[config.mk]
export PLATFORM = sky130hd
export DESIGN_NAME = umi_host_agent
export DESIGN_NICKNAME = d
export VERILOG_FILES = /design/src/rtl/umi_host_agent.sv
export SDC_FILE = /design/constraint.sdc
export NUM_CORES = 1
export LEC_CHECK = 0
export CAP_MARGIN = 25
export CORE_AREA = 2 2 354 356
export CTS_BUF_LIST = sky130_fd_sc_hd__clkbuf_8
export DETAILED_ROUTE_END_ITERATION = 10
export DIE_AREA = 0 0 356 358
export SYNTH_ARGS = -nofsm -noshare
export SYNTH_HDL_FRONTEND = slang
export SYNTH_SLANG_ARGS = --single-unit
[constraint.sdc]
create_clock -name clk -period 1.76 [get_ports clk]
set_clock_uncertainty 0.1 [all_clocks]
set_input_delay 0.264 -clock clk [delete_from_list [all_inputs] [get_ports clk]]
set_output_delay 0.264 -clock clk [all_outputs]
set_load 0.05 [all_outputs]
[src/rtl/umi_host_agent.sv]
// Host-side UMI initiator: issues one request at a time and checks the matching response.
// Optional response timeout is built when UMI_HOST_TIMEOUT_EN is defined.
module umi_host_agent #(
    parameter int unsigned     CW       = 32,
    parameter int unsigned     AW       = 64,
    parameter int unsigned     DW       = 128,
    parameter logic [AW-1:0]   HOSTID   = AW'(64'h0000_0000_0001_0000),
    parameter int unsigned     TOCYCLES = 1024
) (
    input  logic          clk,
    input  logic          nreset,
    input  logic          start,
    input  logic [1:0]    op,
    input  logic [AW-1:0] addr,
    input  logic [DW-1:0] wdata,
    input  logic [2:0]    size,
    input  logic [7:0]    len,
    output logic          busy,
    output logic          done,
    output logic          err,
    output logic [DW-1:0] rdata,
    output logic          unsolicited,
    output logic          uhost_req_valid,
    input  logic          uhost_req_ready,
    output logic [CW-1:0] uhost_req_cmd,
    output logic [AW-1:0] uhost_req_dstaddr,
    output logic [AW-1:0] uhost_req_srcaddr,
    output logic [DW-1:0] uhost_req_data,
    input  logic          uhost_resp_valid,
    output logic          uhost_resp_ready,
    input  logic [CW-1:0] uhost_resp_cmd,
    input  logic [AW-1:0] uhost_resp_dstaddr,
    input  logic [AW-1:0] uhost_resp_srcaddr,
    input  logic [DW-1:0] uhost_resp_data
);

    localparam logic [1:0] OP_RD  = 2'd0;
    localparam logic [1:0] OP_WR  = 2'd1;
    localparam logic [1:0] OP_PW  = 2'd2;
    localparam logic [1:0] OP_RSV = 2'd3;

    typedef enum logic [1:0] {IDLE, REQ, WAIT, FIN} state_t;

    state_t        state_q, state_n;
    logic [1:0]    op_q;
    logic          load;
    logic          err_n;
    logic [DW-1:0] rdata_n;
    logic          unsol_n;
    logic          req_hs, resp_hs;
    logic          resp_bad;
    logic          timeout;
    logic [4:0]    exp_opc;
    logic          unused_resp;

    function automatic logic [4:0] req_opcode(input logic [1:0] o);
        case (o)
            OP_WR:   return 5'h03;
            OP_PW:   return 5'h05;
            default: return 5'h01;
        endcase
    endfunction

    assign req_hs      = uhost_req_valid & uhost_req_ready;
    assign resp_hs     = uhost_resp_valid & uhost_resp_ready;
    assign exp_opc     = (op_q == OP_RD) ? 5'h02 : 5'h04;
    assign resp_bad    = (uhost_resp_cmd[4:0] != exp_opc) || (uhost_resp_dstaddr != HOSTID);
    assign unused_resp = ^{uhost_resp_srcaddr, uhost_resp_cmd[CW-1:5]};

`ifdef UMI_HOST_TIMEOUT_EN
    localparam int unsigned CNTW = $clog2(TOCYCLES + 1);
    logic [CNTW-1:0] cnt_q;

    // Cycles spent in REQ/WAIT since the request was launched
    always_ff @(posedge clk or negedge nreset) begin
        if (!nreset) begin
            cnt_q <= '0;
        end else if (load) begin
            cnt_q <= '0;
        end else if (state_q == REQ || state_q == WAIT) begin
            cnt_q <= cnt_q + CNTW'(1);
        end
    end

    assign timeout = (state_q == REQ || state_q == WAIT) && (cnt_q == CNTW'(TOCYCLES - 1));
`else
    // TOCYCLES only matters when the counter is built
    assign timeout = 1'b0 && (TOCYCLES != 0);
`endif

    always_comb begin
        state_n = state_q;
        load    = 1'b0;
        err_n   = err;
        rdata_n = rdata;
        unsol_n = unsolicited;
        case (state_q)
            IDLE: begin
                if (start && op != OP_RSV) begin
                    state_n = REQ;
                    load    = 1'b1;
                end
                if (resp_hs) unsol_n = 1'b1;
            end
            REQ: begin
                if (req_hs) begin
                    if (op_q == OP_PW) begin
                        state_n = FIN;
                        err_n   = 1'b0;
                    end else begin
                        state_n = WAIT;
                    end
                end else if (timeout) begin
                    state_n = FIN;
                    err_n   = 1'b1;
                end
            end
            WAIT: begin
                if (resp_hs) begin
                    state_n = FIN;
                    err_n   = resp_bad;
                    if (op_q == OP_RD) rdata_n = uhost_resp_data;
                end else if (timeout) begin
                    state_n = FIN;
                    err_n   = 1'b1;
                end
            end
            FIN: begin
                state_n = IDLE;
                if (resp_hs) unsol_n = 1'b1;
            end
            default: state_n = IDLE;
        endcase
    end

    // State plus registered status/handshake outputs decoded from the next state
    always_ff @(posedge clk or negedge nreset) begin
        if (!nreset) begin
            state_q          <= IDLE;
            busy             <= 1'b0;
            done             <= 1'b0;
            err              <= 1'b0;
            rdata            <= '0;
            unsolicited      <= 1'b0;
            uhost_req_valid  <= 1'b0;
            uhost_resp_ready <= 1'b1;
        end else begin
            state_q          <= state_n;
            busy             <= (state_n == REQ) || (state_n == WAIT);
            done             <= (state_n == FIN);
            err              <= err_n;
            rdata            <= rdata_n;
            unsolicited      <= unsol_n;
            uhost_req_valid  <= (state_n == REQ);
            uhost_resp_ready <= (state_n != REQ);
        end
    end

    // Request payload captured at launch and held until the handshake
    always_ff @(posedge clk or negedge nreset) begin
        if (!nreset) begin
            op_q              <= OP_RD;
            uhost_req_cmd     <= '0;
            uhost_req_dstaddr <= '0;
            uhost_req_srcaddr <= '0;
            uhost_req_data    <= '0;
        end else if (load) begin
            op_q              <= op;
            uhost_req_cmd     <= CW'({len, size, req_opcode(op)});
            uhost_req_dstaddr <= addr;
            uhost_req_srcaddr <= HOSTID;
            uhost_req_data    <= (op == OP_RD) ? '0 : wdata;
        end
    end

endmodule

---- After elaboration in Yosys (flattened, before gate mapping) ----
Index checks and enable logic that the tools add are counted.
cells by class
  multiplexer cells ....................... 14
  bitwise logic cells ..................... 2
  equal/unequal tests ..................... 16
  reduce and logical (&&, ||, !) cells .... 11
operators with widths
  cell                                             count
  2-to-1 mux 128 bit                               1
  != test 64 x 17 -> 1 bit, second input constant  1
  == test 2 bit, second input constant             6
  != test 2 bit, second input constant             4
  case mux 2 bit (4 select lines)                  1
  == test 2 x 1 -> 1 bit, second input constant    3
  zero test 2 bit                                  3
  2-to-1 mux 1 bit                                 6
  2-to-1 mux 2 bit                                 3
  case mux 3 bit (2 select lines)                  1
  != test 5 x 3 -> 1 bit                           1
  AND reduction 4 bit                              1
  2-to-1 mux 3 bit                                 1
  AND reduction 3 bit                              1
  AND 1 bit                                        2
  logical OR 1 bit                                 2
  != test 2 x 1 -> 1 bit, second input constant    1
  case mux 1 bit (2 select lines)                  1
  AND reduction 2 bit                              1
  nonzero test 2 bit                               1
  OR reduction 2 bit                               1
  logical AND 1 bit                                1
word-level totals
  flip-flop bits (word level) ............. 347
  output and inout port bits .............. 422
  bits of input ports ..................... 498

---- Logic depth before layout (Yosys ltp) ----
Gate-level depths: netlist of the first run.
  depth after elaboration ................. 6
  depth in mapped cells ................... 8
  mapped depth without buffers ............ 8

---- Worst setup path before layout of the first run ----
Ideal clock, no wire load.
  path type ............................... flip-flop to flip-flop
  start ................................... register uhost_resp_ready
  end ..................................... register rdata[0]
  path buffers ............................ 2
  period minus slack after synthesis ...... 1811 ps
  cell stages (with the launch flop) ...... 6
  slack ................................... -51 ps
  setup time .............................. 125 ps
  arrival ................................. 1585 ps
  cell sequence ........................... dfstp_2 -> nand3_1 -> nand2b_4 -> buf_6 -> buf_6 -> mux2_4
between the ends
  cells in the longest elaborated chain, start to end .. 2
RTL lines
  item                                  line  source
  from (decl)                           30    output logic uhost_resp_ready,
  from (signal assigned)                155   uhost_resp_ready <= (state_n != REQ);
  AND 1 bit                             65    assign resp_hs = uhost_resp_valid & uhost_resp_ready;
  AND reduction 3 bit (no source line)  --
  to (signal assigned)                  152   rdata <= rdata_n;
  to (decl)                             21    output logic [DW-1:0] rdata,
No other way between the ends.
A chain may end at the register's enable or synchronous reset.

---- Worst setup path after layout of the first run ----
  start ................................... register state_q[1]
  end ..................................... register rdata[121]
between the ends
  cells in the longest elaborated chain, start to end .. 2
RTL lines
  item                                  line  source
  from (decl)                           44    state_t state_q, state_n;
  from (signal assigned)                148   state_q <= state_n;
  == test 2 bit                         97    case (state_q)
  AND reduction 3 bit (no source line)  --
No other way between the ends.

==> reports/metrics.cfg, run 1 <==
[final_layout]
fin_area_um2 = 35000
area_growth_pct = 143
nFillCells = 12375
layout-drive-gt1-share_pct = 48.2
stdcell_count = 4477
final_nets = 3279
fin_util_pct = 28.4

[clock_network]
cts_tree = done
cts_max_path_buffers = 3
htree_levels = 3
cts_buffers = 72
clk_pin_slew_ns = 0.06
insertion_delay_ns = 0.74
numClockSinks = 344
root_buffer = clkbuf_8

[critical_path]
crit_arrival_ns = 2.44
required_ns = 2.27
cpPeakStageDelay_ns = 0.41
rr_worst_depth = 8
cpMaxStageDelayCell = dfrtp_1
crit_path_start_kind = flop
cp_max_fo = 8
crit_chain = buf_6 -> ha_4 -> nand3_4 -> nand2b_4 -> buf_12 -> buf_12 -> buf_16 -> mux2_4
cp_common_cell = buf_12
path_class = flop to flop
cp-end-kind = flop

[yosys]
synthCells = 1314
yosys_warnings = 0
yosysTopAreaCellShare_pct = 59.6
synth_ff_type = dfrtp_1
synth_area_um2 = 14400
yosysTopAreaCell = dfrtp_1
syn_avg_cell_area_um2 = 11.0
yosys-top-cells-count = 497 x nand2_1, 343 x dfrtp_1, 130 x nand3_1
async_flop_share_pct = 100
synth.most_common_cell = nand2_1
synth_seq_cells = 344
synth_enable_flop_cells = 0
ys_seq_area_share_pct = 59.7
ys_types = 38
ys_top_cells_by_area = dfrtp_1 60%, nand2_1 13%, mux2_4 10%, nand3_1 4.5%, buf_4 4.4%

[place]
hpwl_mm = 55.9
postPlaceCellArea_um2 = 23600
gp_congestion = 0.787
dp.cells = 3725
portBuffers = 747

[timing]
finalCriticalPeriod_ns = 1.94
setup_ws_ns = -0.177
relSlewSlack_pct = 40.9
rsz0062_at_grt = yes
post-route-period-util_pct = 110
setup_viol = 318
finalMaxSlewViolations = 0
max_slew.worst_pin.slew_ns = 0.884
hold_viol = 0
holdWs_ns = 0.0924
fmax_ghz = 0.516

[grt]
grt_pass1_wl_mm = 112
grt_max_degree = 78
grt_pass1_vias = 15868
antenna_found_initial = 17
grt.overflow.total = 0
grtUsageTotal_pct = 12.3

[floorplan]
rows = 129
ios = 920
die_h_um = 358
die_x_um = 356
initial_utilization_pct = 11.7
dieArea_um2 = 127000
core_area_um2 = 123000

[pwr]
power_uw = 64600
power_density_nw_per_um2 = 1840
p_leak_uw = 0.0167
vdd_ir_drop_max_uv = 1850

[detailed_routing]
wl_per_cell_um = 20.7
viasPerCell = 3.52
drt-pass1-iter-count = 5
final_antenna_net_count = 0
wl_mm = 92.8
vias = 15759
drt_iter0_drc = 842
drc = 0

[min_path]
holdCritPathClass = primary input to asynchronous set/reset pin

[run_status]
status = finished with violations
violations = negative setup slack

[run]
maxCapViolCount = 0

## layout by cell type (no fill, tap or decap), types with 3 or more instances in the layout
master           Yosys  routed
nor4_1              15      15
buf_4               84     264
clkbuf_8             0      91
inv_1                4      18
mux2_4             100     112
buf_6               14     329
dfrtp_2              0      10
buf_16               0      25
nand3_2              0      64
nand3_1            130      47
nand2_1            497     227
dfrtp_1            343     333
inv_6                0       3
mux2_2              24      14
buf_8                0      49
ha_4                 0       6
nand3_4              0      19
clkinvlp_4           0       4
buf_12               0      54
dlygate4sd3_1        0     315
diode_2              0       8
clkbuf_16            0      21
nand4_1              3       3
conb_1               1      81
nor2_1               4       3
nand2_4              0      87
clkinv_2             0      10
nand2_2              1     183
inv_2                0       3
clkdlybuf4s50_1      0     405
a21oi_1              5       5
## flip-flops by register name (all words and copies together), names as in the netlist
name / count
rdata: 128
uhost_req_valid: 1
err: 1
busy: 1
uhost_resp_ready: 1
unsolicited: 1
uhost_req_cmd: 14
uhost_req_dstaddr: 64
done: 1
state_q: 2
op_q: 2
uhost_req_data: 128
## power by group
group	internal [uW]	leakage [uW]	switching [uW]
sequential	11600	0.00437	3250
clock	4990	0.000846	4220
combinational	17400	0.0115	23100
## stage by stage
step                TNS (ns)  setup WS [ns]
detailed placement    -59.74         -0.336
global placement      -49.56         -0.307
finish                -23.74         -0.177
floorplan              -1.47        -0.0147
CTS                   -31.02         -0.272
global route          -54.60         -0.259
## critical path, delay by kind of cell (launching register included)
family / cells / cell delay [ns]
multiplexers: 1 / 0.31
AND/OR/NAND/NOR: 2 / 0.23
adder cells (fa/ha/maj): 1 / 0.16
flip-flops: 1 / 0.41
buffers and inverters: 4 / 0.57
## per-layer routing
layer	GRT usage, %	vias to the layer above	routed length [um]
li1	-	7070	-
met1	14.2	7801	36100
met2	20.1	709	44500
met3	5.69	169	8660
met4	4.23	10	3510
met5	0	-	64
## cell families (layout without fill, tap and decap cells)
logic type      after synthesis  in the layout  synth area share [%]
flops                       344            344                  59.7
compound gates               14             14                 0.738
simple gates                661            661                  18.9
fa+ha+maj                     6              6                 0.521
buf+inv                     159           1597                  7.35
mux                         129            129                  12.7
other cells                   1             89                0.0260
## repair_timing
action / 4_1_cts / 5_1_grt
gates cloned: 17 / 37
hold buffers: 315 / 0
buffers inserted: 127 / 127
pin swaps: 104 / 227
endpoints found under the hold margin: 655 / 0
endpoints found under the setup margin: 637 / 628
resized for setup: 534 / 468
## worst paths after layout
| path | startpoint | to | slack [ns] |
|---|---|---|---|
| max | state_q[1]$_DFF_PN0_ | rdata[121]$_DFFE_PN0P_ | -0.18 |
| min | nreset | rdata[55]$_DFFE_PN0P_ | 0.09 |
| max reg2reg | state_q[1]$_DFF_PN0_ | rdata[121]$_DFFE_PN0P_ | -0.18 |
| min reg2reg | uhost_req_data[23]$_DFFE_PN0P_ | uhost_req_data[23]$_DFFE_PN0P_ | 0.39 |
| max in group asynchronous | nreset | uhost_req_data[82]$_DFFE_PN0P_ | 0.17 |
| min in group clk | uhost_resp_data[65] | rdata[65]$_DFFE_PN0P_ | 0.11 |
## cell type report
class	instances	area [um2]	area share, %
antenna	8	20.0	0.0572
clock buffer	91	1250	3.58
clock inverter	40	263	0.750
inverter	4	17.5	0.0500
multi-input combinational	891	6870	19.6
sequential	344	8620	24.6
tap	1637	2050	5.85
timing repair buffer	1462	15900	45.5
No activity file was read; power rests on OpenSTA's default activity.
==> inputs of run 2 (changes only) <==
Settings changed: PLACE_DENSITY from default to 0.45.
==> run 2 against run 1 <==
  * The run still ends with negative setup slack left
  * Highest routed layer unchanged
  * Flip-flop and latch count unchanged
  * Final cell count down 2.8%
  * First-iteration DRC count down 36%
  * Critical endpoint is now rdata[73]$_DFFE_PN0P_
  * Sequential power about the same
  * Count of clock-buffer cells in the layout up 10
  * Largest cell class unchanged
  * Sequential share of layout area up 1.3 points
  * Register-to-register slack better by 0.05 ns
  * Power down 6.6%
  * Via count down 7.1%
  * Wire length down 13%
  * Setup slack better by 0.054 ns
==> reports/metrics.cfg, run 2 (synthesized netlist as in run 1, its figures left out) <==
[final_layout]
area_growth_pct = 131
stdcell_count = 4350
fin_area_um2 = 33300
multi_input_area_um2 = 6400
layout-drive-gt1-share_pct = 42.2
nFillCells = 12934
layout.cells.most_common = clkdlybuf4s50_1
regArea_um2 = 8620
final_cell_mix = 405 x clkdlybuf4s50_1, 334 x dfrtp_1, 322 x dlygate4sd3_1, 306 x nand2_1, 274 x buf_6
final_nets = 3146
largest_registers = rdata (128), uhost_req_data (128), uhost_req_dstaddr (64)

[critical_path]
cpMaxStageDelayCell = dfrtp_1
r2r-end = rdata[73]$_DFFE_PN0P_
crit_start = state_q[1]$_DFF_PN0_
cp_max_fo = 9
path_class = flop to flop
crit_path_start_kind = flop
cp_num_buf_inv = 2
rrSetupSlack_ns = -0.12
worstSetupEndpoint = rdata[73]$_DFFE_PN0P_
rr_worst_depth = 6
cpPeakStageDelay_ns = 0.44
reg2reg_from = state_q[1]$_DFF_PN0_
crit_chain = ha_4 -> nand3_2 -> nand2b_4 -> buf_4 -> buf_6 -> mux2_2
required_ns = 2.25
worstSetupPathDepth = 6
crit_arrival_ns = 2.37
crit_family = flip-flops
cp-end-kind = flop

[floorplan]
die_x_um = 356
ios = 920
rows = 129
core_area_um2 = 123000
die_h_um = 358
dieArea_um2 = 127000
initial_utilization_pct = 11.7

[run_status]
status = finished with violations
violations = negative setup slack

[detailed_routing]
wl_per_cell_um = 18.5
vias = 14633
viasPerCell = 3.36
drt_iter0_drc = 535
wl_mm = 80.5
drt-pass1-iter-count = 4
final_antenna_net_count = 0
drc = 0

[clock_network]
root_buffer = clkbuf_8
insertion_delay_ns = 0.71
numClockSinks = 344
htree_levels = 3
cts_max_path_buffers = 3
cts_tree = done
clk_pin_slew_ns = 0.06
cts_buffers = 75

[timing]
setup_ws_ns = -0.124
fmax_ghz = 0.531
holdWs_ns = 0.123
hold_viol = 0
rsz0062_at_grt = yes
setup_viol = 203
post-route-period-util_pct = 107
finalCriticalPeriod_ns = 1.88
finalMaxSlewViolations = 0

[pwr]
p_leak_uw = 0.0158
power_density_nw_per_um2 = 1810
power_uw = 60300
vdd_ir_drop_max_uv = 1060

[grt]
grtUsageTotal_pct = 11.0
grt.overflow.total = 0
grt_pass1_wl_mm = 102
antenna_found_initial = 15
grt_pass1_vias = 14743
grt_max_degree = 81

[place]
dp_slack_ns = -0.273
hpwl_mm = 52.9
dp.cells = 3726
gp_congestion = 0.766
portBuffers = 747
postPlaceCellArea_um2 = 23600

[min_path]
holdCritPathClass = primary input to flop

[run]
maxCapViolCount = 0

[run 2: cell types whose count changed in the layout (fill, tap and decap cells not counted), moves of 10 or more]
cell / delta
buf_16: -12
buf_4: -76
buf_6: -55
buf_8: -11
clkbuf_8: +10
mux2_2: +10
mux2_4: -12
nand2_1: +79
nand2_2: -48
nand2_4: -32
nand3_2: +13
nand3_4: -14
[run 2: what timing repair did]
action | CTS | global route
resized for setup | 128 | 653
pin swaps | 5 | 268
setup buffers | 38 | 80
setup endpoints to repair | 631 | 607
gates cloned | 13 | 34
endpoints found under the hold margin | 664 | 0
hold buffers | 323 | 0
[run 2: routing by layer]
metal / vias to the layer above / global-route usage (%) / part of all wire, %
met1: 7129 / 12.6 / 39
met3: 108 / 4.93 / 9.0
met2: 580 / 18.4 / 49
met4: 4 / 2.92 / 2.5
li1: 6812 / - / -
met5: - / 0 / 0.034
[run 2: power by group]
part           switching, uW  internal (uW)
clock                   4040           5550
combinational          21400          14800
sequential              3020          11600
[run 2: stage by stage]
step / util, % / setup TNS [ns]
global placement: 19.2 / -56.57
CTS: 24.0 / -51.60
global route: 27.0 / -44.38
floorplan: - / -1.47
detailed placement: 19.2 / -62.45
finish: 27.0 / -13.37
[run 2: worst min path at each step]
stage	start	end	slack (ns)	cells after the start
after detailed placement	nreset	rdata[33]$_DFFE_PN0P_	0.05	1
after floorplan	nreset	busy$_DFF_PN0_	-0.13	0
final	addr[44]	uhost_req_dstaddr[44]$_DFFE_PN0P_	0.12	3
after global placement	nreset	rdata[33]$_DFFE_PN0P_	0.04	1
after CTS	uhost_resp_data[118]	rdata[118]$_DFFE_PN0P_	0.001	2
after global routing	uhost_resp_data[118]	rdata[118]$_DFFE_PN0P_	0.02	2
[run 2: final cells by class]
cell class | count | area share (%)
timing repair buffer | 1325 | 43.7
sequential | 344 | 25.9
multi-input combinational | 892 | 19.2
tap | 1637 | 6.16
clock buffer | 101 | 4.18
clock inverter | 33 | 0.711
antenna | 14 | 0.105
inverter | 4 | 0.0451
[run 2: tightest hold or removal path: cells and delay by family]
family / cells / cell delay [ns]
buffers and inverters: 1 / 0.48
and+or+nand+nor: 2 / 0.15
==> inputs of run 3 (changes only) <==
Settings changed: CORE_AREA 2 2 354 356 to 2 2 355 357, DIE_AREA 0 0 356 358 to 0 0 357 359, PLACE_DENSITY 0.45 to 0.44.
==> run 3 against run 2 <==
  * The flow still finishes with violations (negative setup slack)
  * Via count up 0.23%
  * Maximum frequency down 4.4%
  * Flip-flop and latch count unchanged
  * Final area up 1.7%
  * Non-clock buffer count up 15
  * Core utilization up 0.19 points
  * Final cell count up 0.21%
  * Largest power group unchanged
  * Highest routed layer unchanged
==> reports/metrics.cfg, run 3 (synthesized netlist as in run 1, its figures left out) <==
[final_layout]
final_cell_mix = 405 x clkdlybuf4s50_1, 330 x dfrtp_1, 314 x dlygate4sd3_1, 299 x buf_6, 277 x nand2_1
stdcell_count = 4359
final_nets = 3155
layout.cells.most_common = clkdlybuf4s50_1
nFillCells = 12980
multi_input_area_um2 = 6820
largest_registers = rdata (128), uhost_req_data (128), uhost_req_dstaddr (64)
regArea_um2 = 8630
layout-drive-gt1-share_pct = 45.2
area_growth_pct = 135

[grt]
grt_pass1_vias = 15910
antenna_found_initial = 18
grt_max_degree = 49
grtUsageTotal_pct = 11.5
grt_pass1_wl_mm = 108
grt.overflow.total = 0

[pwr]
p_leak_uw = 0.0160
power_density_nw_per_um2 = 1780
vdd_ir_drop_max_uv = 1510

[critical_path]
path_class = flop to flop
required_ns = 2.26
cp_max_fo = 7
crit_arrival_ns = 2.47
rrSetupSlack_ns = -0.21
crit_path_start_kind = flop
cp-end-kind = flop

[place]
hpwl_mm = 50.9
gp_congestion = 0.764
dp_slack_ns = -0.369
dp.cells = 3755
portBuffers = 747

[timing]
rsz0062_at_grt = yes
finalMaxSlewViolations = 0
setup_ws_ns = -0.210
fmax_ghz = 0.508
post-route-period-util_pct = 112
finalCriticalPeriod_ns = 1.97
hold_viol = 0
setup_viol = 290

[run_status]
violations = negative setup slack
status = finished with violations

[min_path]
holdCritPathClass = primary input to flop

[floorplan]
initial_utilization_pct = 11.6
rows = 130
ios = 920
core_area_um2 = 125000
die_h_um = 359
dieArea_um2 = 128000
die_x_um = 357

[clock_network]
cts_tree = done
cts_buffers = 70
clk_pin_slew_ns = 0.06
cts_max_path_buffers = 3
root_buffer = clkbuf_8
numClockSinks = 344
insertion_delay_ns = 0.74
htree_levels = 3

[detailed_routing]
final_antenna_net_count = 0
vias = 14667
viasPerCell = 3.36
drt-pass1-iter-count = 4
drc = 0
wl_mm = 77.0
drt_iter0_drc = 420
wl_per_cell_um = 17.7

[run]
maxCapViolCount = 0

==> run 3: changes by cell type in the layout (fill, tap and decap cells not counted), sizes merged <==
cell / change
clkbuf: -35
nand2: -1
clkinvlp: -2
bufinv: +1
buf: +41
dlygate4sd3: -8
diode: -10
clkinv: +7
inv: +3
==> run 3: timing repair <==
item	CTS	global route
resized for setup	681	279
hold buffers	315	0
cloned	40	7
setup buffers	93	53
pin swaps	273	183
hold endpoints to repair	657	0
setup endpoints to repair	621	424
==> run 3: path summary, 6_finish.rpt <==
path	start	end	depth (start not counted)
max	state_q[0]$_DFF_PN0_	rdata[66]$_DFFE_PN0P_	8
min	wdata[3]	uhost_req_data[3]$_DFFE_PN0P_	3
max reg2reg	state_q[0]$_DFF_PN0_	rdata[66]$_DFFE_PN0P_	8
min reg2reg	uhost_req_data[85]$_DFFE_PN0P_	uhost_req_data[85]$_DFFE_PN0P_	2
max in group asynchronous	nreset	uhost_req_data[5]$_DFFE_PN0P_	3
min in group asynchronous	nreset	uhost_resp_ready$_DFF_PN1_	2
==> run 3: metrics by stage <==
stage / hold slack [ns] / utilization, % / cell area [um2] / power (uW) / TNS [ns]
after detailed placement: 0.144 / 19.1 / 23800 / 42500 / -91.25
after floorplan: -0.132 / - / 14700 / 31400 / -1.47
after global placement: 0.141 / 19.1 / 23800 / 42500 / -86.78
after global routing: 0.0407 / 27.2 / 33800 / 63000 / -50.79
final: 0.0871 / 27.2 / 33900 / 60100 / -21.11
after CTS: 0.00299 / 26.4 / 32900 / 59200 / -48.89
==> run 3: power breakdown <==
group | switching (uW) | internal [uW] | total [uW]
Sequential | 3040 | 11600 | 14600
Clock | 4090 | 4970 | 9060
Combinational | 21100 | 15300 | 36400
Total | 28300 | 31800 | 60100
==> run 3: area by class of cell <==
class | count | area share (%)
antenna | 4 | 0.0296
clock buffer | 84 | 3.42
clock inverter | 42 | 1.01
inverter | 4 | 0.0444
multi-input combinational | 891 | 20.1
sequential | 344 | 25.5
tap | 1650 | 6.10
timing repair buffer | 1340 | 43.8
==> run 3: per-layer routing <==
layer	part of all wire [%]	global-route usage, %
met5	0.081	0
met4	2.4	3.82
met3	8.3	3.86
met2	46	18.5
met1	43	14.4
==> run 3: worst max-delay path: stages (launching register included) <==
cell	delay, ns
dfrtp_1	0.40
inv_2	0.09
ha_4	0.14
nand3_2	0.08
nand2b_4	0.23
buf_12	0.19
buf_12	0.14
buf_12	0.13
mux2_4	0.30
==> patch 1, RTL diff (flow settings as in run 3) <==
`AW`: 64 -> 32.
--- a/src/rtl/umi_host_agent.sv
+++ b/src/rtl/umi_host_agent.sv
@@ -3,5 +3,5 @@
 module umi_host_agent #(
     parameter int unsigned     CW       = 32,
-    parameter int unsigned     AW       = 64,
+    parameter int unsigned     AW       = 32,
     parameter int unsigned     DW       = 128,
     parameter logic [AW-1:0]   HOSTID   = AW'(64'h0000_0000_0001_0000),
Interface: changed (5 resized); port bits go from 920 to 760. No check against the original RTL was run, so the function may have changed too.
==> patch 1 against run 3 <==
Sequential cell count is 32 lower. Utilization is 4.8 points lower. Cell area is 18% lower. Worst setup slack better by 0.025 ns. Critical endpoint is now rdata[6]. Power is 19% lower. Largest power group unchanged. Synthesized area is 9.6% lower. Wire length is 19% lower. Count of clock-buffer cells in the layout is 11 lower. The run still ends with setup timing left.
==> patch 1: results (changes against run 3) <==
- The yosys synthesis warning count came to 0 (unchanged).
- The worst setup margin is -0.185 ns (was -0.210 ns).
- The most instantiated flip-flop cell in the synthesis netlist is sky130_fd_sc_hd__dfrtp_1 (unchanged).
- The worst-skew pair later-pin latency is 0.70 ns (was 0.74 ns).
- The number of endpoints failing setup at the final stage is 292 (was 290).
- The total global routing track utilization is 0.0859 (was 0.115).
- The iteration-0 DRC count of the detailed router was 498 (was 420).
- The mean cell area of the mapped netlist was 11.5 um2 (was 11.0 um2).
- The number of gates resized after CTS is 126 (was 681).
- Run status: complete, but fails checks (unchanged).
- The worst-case vdd ir drop came to 0.00130 V (was 0.00151 V).
- The setup TNS after final layout is -25.38 ns (was -21.11 ns).
- The number of buffer cells added on primary ports is 651 (was 747).
- The number of H-tree branching levels was 2 (was 3).
- The via count of the first global-routing pass was 13,000 (was 15,900).
- The data arrival time of the critical path is 2.44 ns (was 2.47 ns).
- The initial antenna violation count came to 7 (was 18).
- The total number of vias came to 12,200 (was 14,700).
- The sequential cell area fraction in the yosys report is 0.600 (was 0.597).
- The share of synthesized registers carrying an async set or reset is 1.00 (unchanged).
- The maximum number of pins on one net before global-route repair came to 48 (was 49).
- The post-detailed-route via-to-cell ratio is 3.13 (was 3.36).
- The wire length of the first global-routing pass came to 83.2 mm (was 108 mm).
- Registers with the highest flip-flop counts: rdata x128, uhost_req_data x128, uhost_req_dstaddr x32 (was rdata x128, uhost_req_data x128, uhost_req_dstaddr x64).
- Area contributors post-synth: sky130_fd_sc_hd__dfrtp_1 (60%), sky130_fd_sc_hd__mux2_4 (14%), sky130_fd_sc_hd__nand2_1 (12%) (was sky130_fd_sc_hd__dfrtp_1 (60%), sky130_fd_sc_hd__nand2_1 (13%), sky130_fd_sc_hd__mux2_4 (10%)).
- The largest fanout on the critical path came to 5 (was 7).
- The number of fill cells in the layout is 13,500 (was 13,000).
- The complex-gate fraction of the synthesized area is 0.00673 (was 0.00738).
- The number of buffers inserted during clock tree synthesis was 60 (was 70).
- Violations in the final reports: setup timing (unchanged).
- The quantity of hold-fixing buffers added after cts is 251 (was 315).
- The detailed placement HPWL was 41.2 mm (was 50.9 mm).
- The post-CTS setup repair buffer count is 16 (was 93).
- The static leakage was 13.3 nW (was 16.0 nW).
- The detailed-route wire length was 62.4 mm (was 77.0 mm).
- The share of post-route cells with drive strength above 1 was 0.379 (was 0.452).
- The multiplexer share of the synthesized area is 0.145 (was 0.127).
- Most frequent cells after synthesis: sky130_fd_sc_hd__nand2_1 (401), sky130_fd_sc_hd__dfrtp_1 (311), sky130_fd_sc_hd__nand3_1 (129), sky130_fd_sc_hd__mux2_4 (120), sky130_fd_sc_hd__buf_4 (50) (was sky130_fd_sc_hd__nand2_1 (497), sky130_fd_sc_hd__dfrtp_1 (343), sky130_fd_sc_hd__nand3_1 (130), sky130_fd_sc_hd__mux2_4 (100), sky130_fd_sc_hd__buf_4 (84)).
- The final weighted congestion in routability-driven placement is 0.763 (was 0.764).
- The number of distinct library cells after synthesis is 40 (was 38).
patch 1: metrics by stage:
| stage | cell area (um2) | worst slack, ns | power, W | hold WS (ns) |
|---|---|---|---|---|
| 5_1_grt | 27800 | -0.235 | 0.0512 | 0.0111 |
| 2_1_floorplan | 13200 | -0.0453 | 0.0285 | -0.132 |
| 6_report | 27800 | -0.185 | 0.0487 | 0.0771 |
| 3_3_place_gp | 21400 | -0.306 | 0.0377 | 0.206 |
| 4_1_cts | 26100 | -0.198 | 0.0471 | 0.000124 |
| 3_5_place_dp | 21400 | -0.310 | 0.0377 | 0.209 |
patch 1: layer usage:
metal	track usage	up-vias	routed length (um)	part of all wire
li1	-	5774	-	-
met1	0.0963	5807	24600	0.39
met2	0.147	536	30500	0.49
met3	0.0326	98	5410	0.087
met4	0.0320	2	1830	0.029
met5	0	-	13	0.00021
patch 1: final timing paths:
| path | slack [ns] | start | depth (start not counted) | end |
|---|---|---|---|---|
| min in group asynchronous | 0.09 | nreset | 2 | rdata[90] |
| min reg2reg | 0.36 | uhost_req_data[113] | 2 | uhost_req_data[113] |
| max in group asynchronous | 0.87 | nreset | 3 | uhost_req_data[0] |
| min | 0.08 | wdata[39] | 3 | uhost_req_data[39] |
| max reg2reg | -0.19 | state_q[0] | 8 | rdata[6] |
| max | -0.19 | state_q[0] | 8 | rdata[6] |
patch 1: final cells by class:
cell class                 instances  area (um2)  share of cell area
timing repair buffer            1074       11400               0.409
sequential                       312        7810               0.281
multi-input combinational        750        5360               0.193
tap                             1650        2060              0.0741
clock buffer                      73        1000              0.0361
clock inverter                    34         184             0.00660
inverter                           5        18.8            0.000674
antenna                            3        7.51            0.000270
patch 1: where the power goes:
group	total [W]	internal (W)	switching (W)
clock	0.00734	0.00387	0.00347
sequential	0.0127	0.0105	0.00219
combinational	0.0286	0.0109	0.0177
==> patch 2, RTL diff (settings of run 3) <==
Made on the original files. `rdata` no longer has a reset.
--- a/src/rtl/umi_host_agent.sv
+++ b/src/rtl/umi_host_agent.sv
@@ -141,5 +141,4 @@
             done             <= 1'b0;
             err              <= 1'b0;
-            rdata            <= '0;
             unsolicited      <= 1'b0;
             uhost_req_valid  <= 1'b0;
@@ -150,9 +149,12 @@
             done             <= (state_n == FIN);
             err              <= err_n;
-            rdata            <= rdata_n;
             unsolicited      <= unsol_n;
             uhost_req_valid  <= (state_n == REQ);
             uhost_resp_ready <= (state_n != REQ);
         end
+    end
+
+    always_ff @(posedge clk) begin
+        rdata <= rdata_n;
     end
 
Function: differs if nreset is asserted again (counterexample within 4 cycles, from zero or initial values and one cycle with nreset low); with nreset held inactive, the same outputs for 4 cycles.
==> patch 2 against run 3 <==
Cell area decreased by 2.2%. Clock power up 4.2%. Synthesized cell count fell by 11%. First-iteration DRC count rose by 12%. Wire length increased by 2.1%. Non-clock buffer count unchanged. Highest routed layer unchanged. Synthesized area is 9.3% lower. Sequential cell count unchanged. Power decreased by 17%. Combinational power fell by 25%. Die area unchanged. The run still ends with setup timing left. Via count is 4.8% lower. Worst setup slack better by 0.011 ns.
==> patch 2: results (changes against run 3) <==
- The endpoint of the worst register-to-register path is rdata[113] (was rdata[66]).
- The data arrival time of the critical path is 2.29 ns (was 2.47 ns).
- The worst hold slack came to 0.108 ns (was 0.0871 ns).
- The wire length of the first global-routing pass was 108 mm (about the same).
- The detailed-route wire length is 78.6 mm (was 77.0 mm).
- The number of clock buffers in the layout is 82 (was 84).
- The sequential cell area fraction in the yosys report is 0.708 (was 0.597).
- The maximum number of pins on one net before global-route repair came to 64 (was 49).
- The total global routing track utilization came to 0.119 (was 0.115).
- The worst-case vdd ir drop is 0.00108 V (was 0.00151 V).
- The largest fanout on the critical path is 5 (was 7).
- The number of endpoints failing setup at the final stage is 324 (was 290).
- Run status: complete, but fails checks (unchanged).
- The static leakage was 14.3 nW (was 16.0 nW).
- Area contributors post-synth: sky130_fd_sc_hd__dfrtp_1 (41%), sky130_fd_sc_hd__edfxtp_1 (29%), sky130_fd_sc_hd__nand2_1 (14%) (was sky130_fd_sc_hd__dfrtp_1 (60%), sky130_fd_sc_hd__nand2_1 (13%), sky130_fd_sc_hd__mux2_4 (10%)).
- The number of enable-type register cells in the synthesized netlist is 128 (was 0).
- The final weighted congestion in routability-driven placement is 0.772 (was 0.764).
- The net switching power was 0.0222 W (was 0.0283 W).
- Most frequent cells after synthesis: sky130_fd_sc_hd__nand2_1 (498), sky130_fd_sc_hd__dfrtp_1 (215), sky130_fd_sc_hd__nand3_1 (131), sky130_fd_sc_hd__edfxtp_1 (128), sky130_fd_sc_hd__buf_4 (84) (was sky130_fd_sc_hd__nand2_1 (497), sky130_fd_sc_hd__dfrtp_1 (343), sky130_fd_sc_hd__nand3_1 (130), sky130_fd_sc_hd__mux2_4 (100), sky130_fd_sc_hd__buf_4 (84)).
- The share of cell area taken by multi-input logic gates was 0.155 (was 0.201).
- The via count of the first global-routing pass is 15,000 (was 15,900).
- The worst-skew pair later-pin latency is 0.76 ns (was 0.74 ns).
- Violations in the final reports: setup timing (unchanged).
- The share of synthesized registers carrying an async set or reset is 0.628 (was 1.00).
- The share of post-route cells with drive strength above 1 came to 0.429 (was 0.452).
- The worst setup margin is -0.199 ns (was -0.210 ns).
[patch 2: critical path, cell delays in order, from the launching register on]
cell and delay [ns]:
sky130_fd_sc_hd__dfrtp_1 0.41, sky130_fd_sc_hd__inv_2 0.11, sky130_fd_sc_hd__ha_4 0.16, sky130_fd_sc_hd__nand3_4 0.10, sky130_fd_sc_hd__nor3_4 0.16, sky130_fd_sc_hd__buf_12 0.17
sky130_fd_sc_hd__buf_16 0.14, sky130_fd_sc_hd__buf_12 0.13, sky130_fd_sc_hd__buf_16 0.12
[patch 2: metal layers]
| layer | global-route usage | routed length [um] | vias to the layer above |
|---|---|---|---|
| li1 | - | - | 6434 |
| met1 | 0.131 | 29300 | 6799 |
| met2 | 0.217 | 40900 | 590 |
| met3 | 0.0385 | 6310 | 132 |
| met4 | 0.0317 | 2010 | 10 |
| met5 | 0 | 59 | - |
[patch 2: through the flow]
step / cell area (um2) / TNS [ns] / cells / util
final: 33100 / -27.47 / 4232 / 0.266
after global routing: 33100 / -58.68 / 4230 / 0.266
after CTS: 32200 / -47.78 / 4211 / 0.259
after detailed placement: 22700 / -55.54 / 3618 / 0.182
after global placement: 22700 / -53.75 / 3618 / 0.182
after floorplan: 13400 / -347.94 / 1251 / -
[patch 2: worst max path at each step]
stage | start | to | slack [ns] | cells past startpoint
final | state_q[0] | rdata[113] | -0.20 | 8
after global routing | uhost_resp_ready | uhost_resp_ready | -0.31 | 2
after CTS | uhost_resp_ready | uhost_resp_ready | -0.30 | 2
after detailed placement | uhost_req_ready | done | -0.38 | 7
after global placement | uhost_req_ready | busy | -0.50 | 7
after floorplan | uhost_resp_ready | rdata[0] | -2.72 | 2
[patch 2: logic make-up after synthesis]
logic type                 after synthesis  synth area share
and+or+nand+nor                        660             0.209
DFF                                    344             0.708
buffers and inverters                  146            0.0691
AOI/OAI and AO/OA                       13           0.00756
adders and majority gates                6           0.00574
muxes                                    1          0.000766
other                                    1          0.000287
[patch 2: what timing repair did]
item / CTS / global route
endpoints found under the setup margin: 658 / 506
setup buffers: 94 / 47
cloned: 46 / 2
pin swaps: 254 / 198
hold buffers: 329 / 0
hold endpoints to repair: 541 / 0
resized for setup: 696 / 311
[patch 2: power groups by stage]
stage               registers, W  clock network, W  logic [W]
floorplan                 0.0206                 0    0.00344
global placement          0.0124                 0     0.0200
detailed placement        0.0125                 0     0.0201
CTS                       0.0128           0.00986     0.0263
global route              0.0134            0.0102     0.0287
finish                    0.0131           0.00944     0.0274
